==> config.mk <==
export PLATFORM = sky130hd
export DESIGN_NAME = mmio_stream_port
export DESIGN_NICKNAME = d
export VERILOG_FILES = /design/src/rtl/mmio_pkg.sv /design/src/rtl/sync_fifo.sv /design/src/rtl/mmio_stream_port.sv
export SDC_FILE = /design/constraint.sdc
export NUM_CORES = 1
export LEC_CHECK = 0
export CAP_MARGIN = 20
export CORE_MARGIN = 3
export CORE_UTILIZATION = 37
export CTS_CLUSTER_DIAMETER = 120
export DETAILED_ROUTE_END_ITERATION = 16
export GPL_ROUTABILITY_DRIVEN = 1
export GPL_TIMING_DRIVEN = 0
export PLACE_DENSITY = 0.53
export SLEW_MARGIN = 40
export SYNTH_ARGS = -nofsm -noshare
export SYNTH_HDL_FRONTEND = slang
export SYNTH_HIERARCHICAL = 1
export SYNTH_SLANG_ARGS = --single-unit
export TNS_END_PERCENT = 100
==> constraint.sdc <==
create_clock -name clock -period 4.3 [get_ports clock]
set_clock_uncertainty 0.05 [all_clocks]
set_input_delay 0.43 -clock clock [delete_from_list [all_inputs] [get_ports clock]]
set_output_delay 0.43 -clock clock [all_outputs]
set_load 0.03 [all_outputs]
==> src/rtl/mmio_pkg.sv <==
// Register map constants and STATUS packing for the memory-mapped stream port.
package mmio_pkg;

  localparam logic [1:0] OFS_DATA   = 2'd0;
  localparam logic [1:0] OFS_STATUS = 2'd1;
  localparam logic [1:0] OFS_CYCLE  = 2'd2;
  localparam logic [1:0] OFS_CTRL   = 2'd3;

  localparam int unsigned STATUS_EMPTY_BIT = 0;
  localparam int unsigned STATUS_FULL_BIT  = 1;
  localparam int unsigned STATUS_COUNT_LSB = 8;
  localparam int unsigned STATUS_OVF_BIT   = 16;

  localparam int unsigned CTRL_FLUSH_BIT   = 0;
  localparam int unsigned CTRL_OVF_CLR_BIT = 1;

  function automatic logic [31:0] pack_status(input logic       empty,
                                              input logic       full,
                                              input logic       ovf,
                                              input logic [7:0] count);
    logic [31:0] s;
    s = '0;
    s[STATUS_EMPTY_BIT] = empty;
    s[STATUS_FULL_BIT]  = full;
    s[STATUS_OVF_BIT]   = ovf;
    s[STATUS_COUNT_LSB +: 8] = count;
    return s;
  endfunction

endpackage

==> src/rtl/sync_fifo.sv <==
// Synchronous FIFO with flush; a push while full succeeds only alongside a pop.
module sync_fifo #(
  parameter int unsigned DEPTH = 16,
  parameter int unsigned WIDTH = 32,
  localparam int unsigned AW = $clog2(DEPTH)
) (
  input  logic             clock,
  input  logic             reset,
  input  logic             push_i,
  input  logic [WIDTH-1:0] data_i,
  input  logic             pop_i,
  input  logic             flush_i,
  output logic             full_o,
  output logic             empty_o,
  output logic [AW:0]      count_o,
  output logic [WIDTH-1:0] head_o
);

  localparam logic [AW-1:0] PtrOne  = AW'(1);
  localparam logic [AW:0]   CntOne  = (AW + 1)'(1);
  localparam logic [AW:0]   CntFull = (AW + 1)'(DEPTH);

  logic [WIDTH-1:0] mem_q [DEPTH];
  logic [AW-1:0]    wr_ptr_q, wr_ptr_d;
  logic [AW-1:0]    rd_ptr_q, rd_ptr_d;
  logic [AW:0]      count_q, count_d;
  logic             do_push, do_pop;

  assign full_o  = (count_q == CntFull);
  assign empty_o = (count_q == '0);
  assign count_o = count_q;
  assign head_o  = empty_o ? '0 : mem_q[rd_ptr_q];

  assign do_pop  = pop_i & ~empty_o;
  // A full FIFO still accepts a push when the head leaves in the same cycle.
  assign do_push = push_i & (~full_o | do_pop);

  always_comb begin
    wr_ptr_d = wr_ptr_q;
    rd_ptr_d = rd_ptr_q;
    count_d  = count_q;
    if (flush_i) begin
      wr_ptr_d = '0;
      rd_ptr_d = '0;
      count_d  = '0;
    end else begin
      if (do_push) wr_ptr_d = wr_ptr_q + PtrOne;
      if (do_pop)  rd_ptr_d = rd_ptr_q + PtrOne;
      case ({do_push, do_pop})
        2'b10:   count_d = count_q + CntOne;
        2'b01:   count_d = count_q - CntOne;
        default: count_d = count_q;
      endcase
    end
  end

  always_ff @(posedge clock) begin
    if (reset) begin
      wr_ptr_q <= '0;
      rd_ptr_q <= '0;
      count_q  <= '0;
    end else begin
      wr_ptr_q <= wr_ptr_d;
      rd_ptr_q <= rd_ptr_d;
      count_q  <= count_d;
    end
  end

  always_ff @(posedge clock) begin
    if (do_push && !flush_i) mem_q[wr_ptr_q] <= data_i;
  end

endmodule

==> src/rtl/mmio_stream_port.sv <==
// Data-memory-bus responder: stores to DATA feed a valid/ready stream via a FIFO;
// STATUS, CYCLE and CTRL registers give software visibility and control.
module mmio_stream_port
  import mmio_pkg::*;
#(
  parameter logic [11:0] BASE_ADDR = 12'hF00,
  parameter int unsigned DEPTH     = 16,
  localparam int unsigned AW = $clog2(DEPTH)
) (
  input  logic        clock,
  input  logic        reset,
  input  logic [11:0] address_dmem,
  input  logic [31:0] data,
  input  logic        wren,
  output logic [31:0] q_mmio,
  output logic        hit,
  output logic [31:0] out_data,
  output logic        out_valid,
  input  logic        out_ready
);

  logic [1:0]  offset;
  logic        wr_data, wr_cycle, wr_ctrl;
  logic        fifo_push, fifo_pop, fifo_flush;
  logic        fifo_full, fifo_empty;
  logic [AW:0] fifo_count;
  logic [31:0] fifo_head;
  logic [7:0]  count8;
  logic        ovf_q, ovf_d;
  logic [31:0] cycle_q, cycle_d;

  assign offset   = address_dmem[1:0];
  assign hit      = (address_dmem[11:2] == BASE_ADDR[11:2]);
  assign wr_data  = wren & hit & (offset == OFS_DATA);
  assign wr_cycle = wren & hit & (offset == OFS_CYCLE);
  assign wr_ctrl  = wren & hit & (offset == OFS_CTRL);

  assign fifo_push  = wr_data;
  assign fifo_pop   = out_valid & out_ready;
  assign fifo_flush = wr_ctrl & data[CTRL_FLUSH_BIT];

  sync_fifo #(
    .DEPTH (DEPTH),
    .WIDTH (32)
  ) u_fifo (
    .clock   (clock),
    .reset   (reset),
    .push_i  (fifo_push),
    .data_i  (data),
    .pop_i   (fifo_pop),
    .flush_i (fifo_flush),
    .full_o  (fifo_full),
    .empty_o (fifo_empty),
    .count_o (fifo_count),
    .head_o  (fifo_head)
  );

  assign out_valid = ~fifo_empty;
  assign out_data  = fifo_head;
  assign count8    = 8'(fifo_count);

  always_comb begin
    ovf_d = ovf_q;
    if (fifo_push && fifo_full && !fifo_pop) ovf_d = 1'b1;
    if (wr_ctrl && data[CTRL_OVF_CLR_BIT])   ovf_d = 1'b0;
  end

  always_comb begin
    cycle_d = cycle_q + 32'd1;
    if (wr_cycle) cycle_d = data;
  end

  always_ff @(posedge clock) begin
    if (reset) begin
      ovf_q   <= 1'b0;
      cycle_q <= '0;
    end else begin
      ovf_q   <= ovf_d;
      cycle_q <= cycle_d;
    end
  end

  always_comb begin
    q_mmio = '0;
    if (hit) begin
      case (offset)
        OFS_DATA:   q_mmio = fifo_head;
        OFS_STATUS: q_mmio = pack_status(fifo_empty, fifo_full, ovf_q, count8);
        OFS_CYCLE:  q_mmio = cycle_q;
        default:    q_mmio = '0;
      endcase
    end
  end

endmodule

==> qor.yml <==
status: "finished clean"
nNetsFinal: 1529
endpoint_kind: "output port"
cts_made_buffers: 58
worst_pin_slew_ps: 796
drc: 0
drv_slew: 0
clock_path_buffers: 3
synth_edf_count: 512
vias_per_cell: 5.49
timing.setup.critical_path_class: "reg2out"
port_buffers: 113
core_um2: 61000
root_buffer: "clkbuf_16"
yosys.area.top_type_share: 0.667
place_congestion: 0.848
slew_headroom: 0.468
power_density_nw_per_um2: 407
hold_buffers: 0
setup_viol: 0
p_leak_nw: 8.76
post-dp-hpwl_um: 43800
path_max_fanout: 10
hold_slack_ps: 467
wirelength_um: 62200
synth_area_leaders: "edfxtp_1 67%, mux4_2 13%, dfxtp_1 4.3%"
rows: 90
syn_to_final_growth_pct: 22.8
initial_core_util: 0.378
peakVddDrop_uv: 294
fin_crit_ps: 4210
cts_tree: "built"
ys_ff_latch: 562
antenna_found_initial: 1
placed_cells: 2237
first_global_vias: 13141
vias: 12880
critPathRequiredTime_ps: 3820
grt_max_degree: 19
post_drt_wl_per_cell_um: 26.5
hold_viol: 0
clock_latency_ps: 610
diodes: 0
die_y_um: 256
cts_sinks: 562
yosys.area.top_type: "edfxtp_1"
gr-total-overflow: 0
synth_cell_types: 62
drive_gt1_frac: 0.251
ys.flop_type: "edfxtp_1"
drt_iter0_drc: 1047
synth_area_um2: 23100
drtPass1Iterations: 7
ant_nets: 0
grtUsageTotal: 0.190
syn_inst: 1262
async_flop_share: 0
grt_pass1_wl_um: 91600
avgSynthCellArea_um2: 18.3
start_kind: "register"
period_share: 0.979
ys_seq_area_frac: 0.710
arrival_ps: 3730
fin_cells: 2346
fmax_ghz: 0.238
ys_warn_count: 6
die_w_um: 256
dieArea_um2: 65300
syn_nets: 1320
drv_cap: 0
path_clk_slew_ps: 60
top_level_ports: 114
hold_class: "reg2reg"
h-tree-depth: 2
worst max-delay path, cell delays in order (launching register included):
cell	delay, ps
dfxtp_1	390
buf_12	230
buf_4	270
buf_4	300
mux4_2	350
and2_1	180
a221o_1	320
mux2i_1	190
nor2_1	60
a21oi_1	160
nor2_1	50
clkdlybuf4s50_1	600
worst paths after layout:
kind	from	to	slack (ps)	depth (start not counted)
setup / recovery	register	q_mmio[0]	90	11
hold / removal	u_fifo/rd_ptr_q[3]$_SDFFE_PP0N_	register	470	2
setup reg to reg	u_fifo/count_o[0]$_SDFFE_PP0P_	u_fifo/mem_q[10][12]$_DFFE_PP_	510	10
hold reg to reg	u_fifo/rd_ptr_q[3]$_SDFFE_PP0N_	register	470	2
cells by family after synthesis:
| group | count (synthesis) | synth area share |
|---|---|---|
| simple gates | 258 | 0.0611 |
| fa+ha+maj | 10 | 0.00575 |
| mux | 195 | 0.156 |
| flops | 562 | 0.710 |
| compound gates | 132 | 0.0424 |
| xor+xnor | 19 | 0.00722 |
| buf+inv | 86 | 0.0174 |
power breakdown:
part / total [mW] / internal, mW / switching (mW)
Sequential: 5.96 / 5.96 / 0.00536
Clock: 5.13 / 3.04 / 2.09
Combinational: 0.418 / 0.144 / 0.274
timing repair:
| item | 4_1_cts | 5_1_grt |
|---|---|---|
| pin swaps | 0 | 2 |
| gates resized for setup | 48 | 21 |
| buffers inserted | 0 | 3 |
| endpoints found under the setup margin | 64 | 12 |
sequential cells by signal (all words and copies together), names as in the netlist, named ones only:
signal and count:
u_fifo/count_o 5, u_fifo/mem_q 512, ovf_q 1, cycle_q 32, u_fifo/rd_ptr_q 4, u_fifo/wr_ptr_q 4
per-stage QoR:
stage | total power, mW | setup WS (ps) | util | instance area [µm²] | setup TNS, ps
6_report | 11.5 | 90.5 | 0.464 | 28300 | 0
3_5_place_dp | 6.49 | -325 | 0.429 | 26200 | -31950
5_1_grt | 11.9 | -0.426 | 0.464 | 28300 | -0.426
3_3_place_gp | 6.48 | -2640 | 0.413 | 25200 | -1173650
4_1_cts | 11.6 | 6.19 | 0.462 | 28200 | 0
2_1_floorplan | 6.25 | 488 | - | 23100 | 0
cell type report:
type / instances / area, µm²
inverter: 16 / 60.1
buffer: 69 / 428
clock inverter: 38 / 413
timing repair buffer: 150 / 1960
clock buffer: 69 / 1510
fill: 5267 / 32700
multi-input combinational: 614 / 6520
tap: 828 / 1040
sequential: 562 / 16400
per-layer routing:
| layer | track usage | share of wire | vias to the layer above |
|---|---|---|---|
| met5 | 0 | 0 | - |
| met4 | 0.0551 | 0.027 | 0 |
| met3 | 0.0447 | 0.072 | 92 |
| met2 | 0.290 | 0.46 | 446 |
| met1 | 0.272 | 0.45 | 6720 |
| li1 | - | - | 5622 |
cells in the mapped netlist, drive strengths merged (11+ instances only):
master / number
inv: 16
dfxtp: 50
nor3: 17
nor4: 16
and4: 13
o21ai: 31
a211oi: 21
nor2b: 32
mux2i: 34
mux4: 128
clkbuf: 31
nand3: 13
nand4: 20
nand2: 19
a21oi: 21
buf: 39
mux2: 33
nor2: 88
edfxtp: 512
xnor2: 11
a221o: 32
placed cells by master (no fill, tap or decap), types with 9 or more instances in the layout:
cell,n
nand2_1,19
edfxtp_1,512
clkbuf_2,12
ha_1,9
nor4_1,13
buf_2,20
buf_4,14
mux4_2,128
and4_1,13
nor2_4,18
a211oi_1,19
inv_1,15
clkdlybuf4s50_1,102
a221o_1,29
mux2i_1,28
nor2_1,70
mux2_2,33
o21ai_0,28
xnor2_1,11
nor2b_1,31
nand3_1,13
buf_16,26
dfxtp_1,50
nor3_1,16
nand4_1,19
bufinv_16,9
clkbuf_16,59
clkinv_1,16
a21oi_1,20
clkbuf_1,24
(Power assumes the default switching activity.)
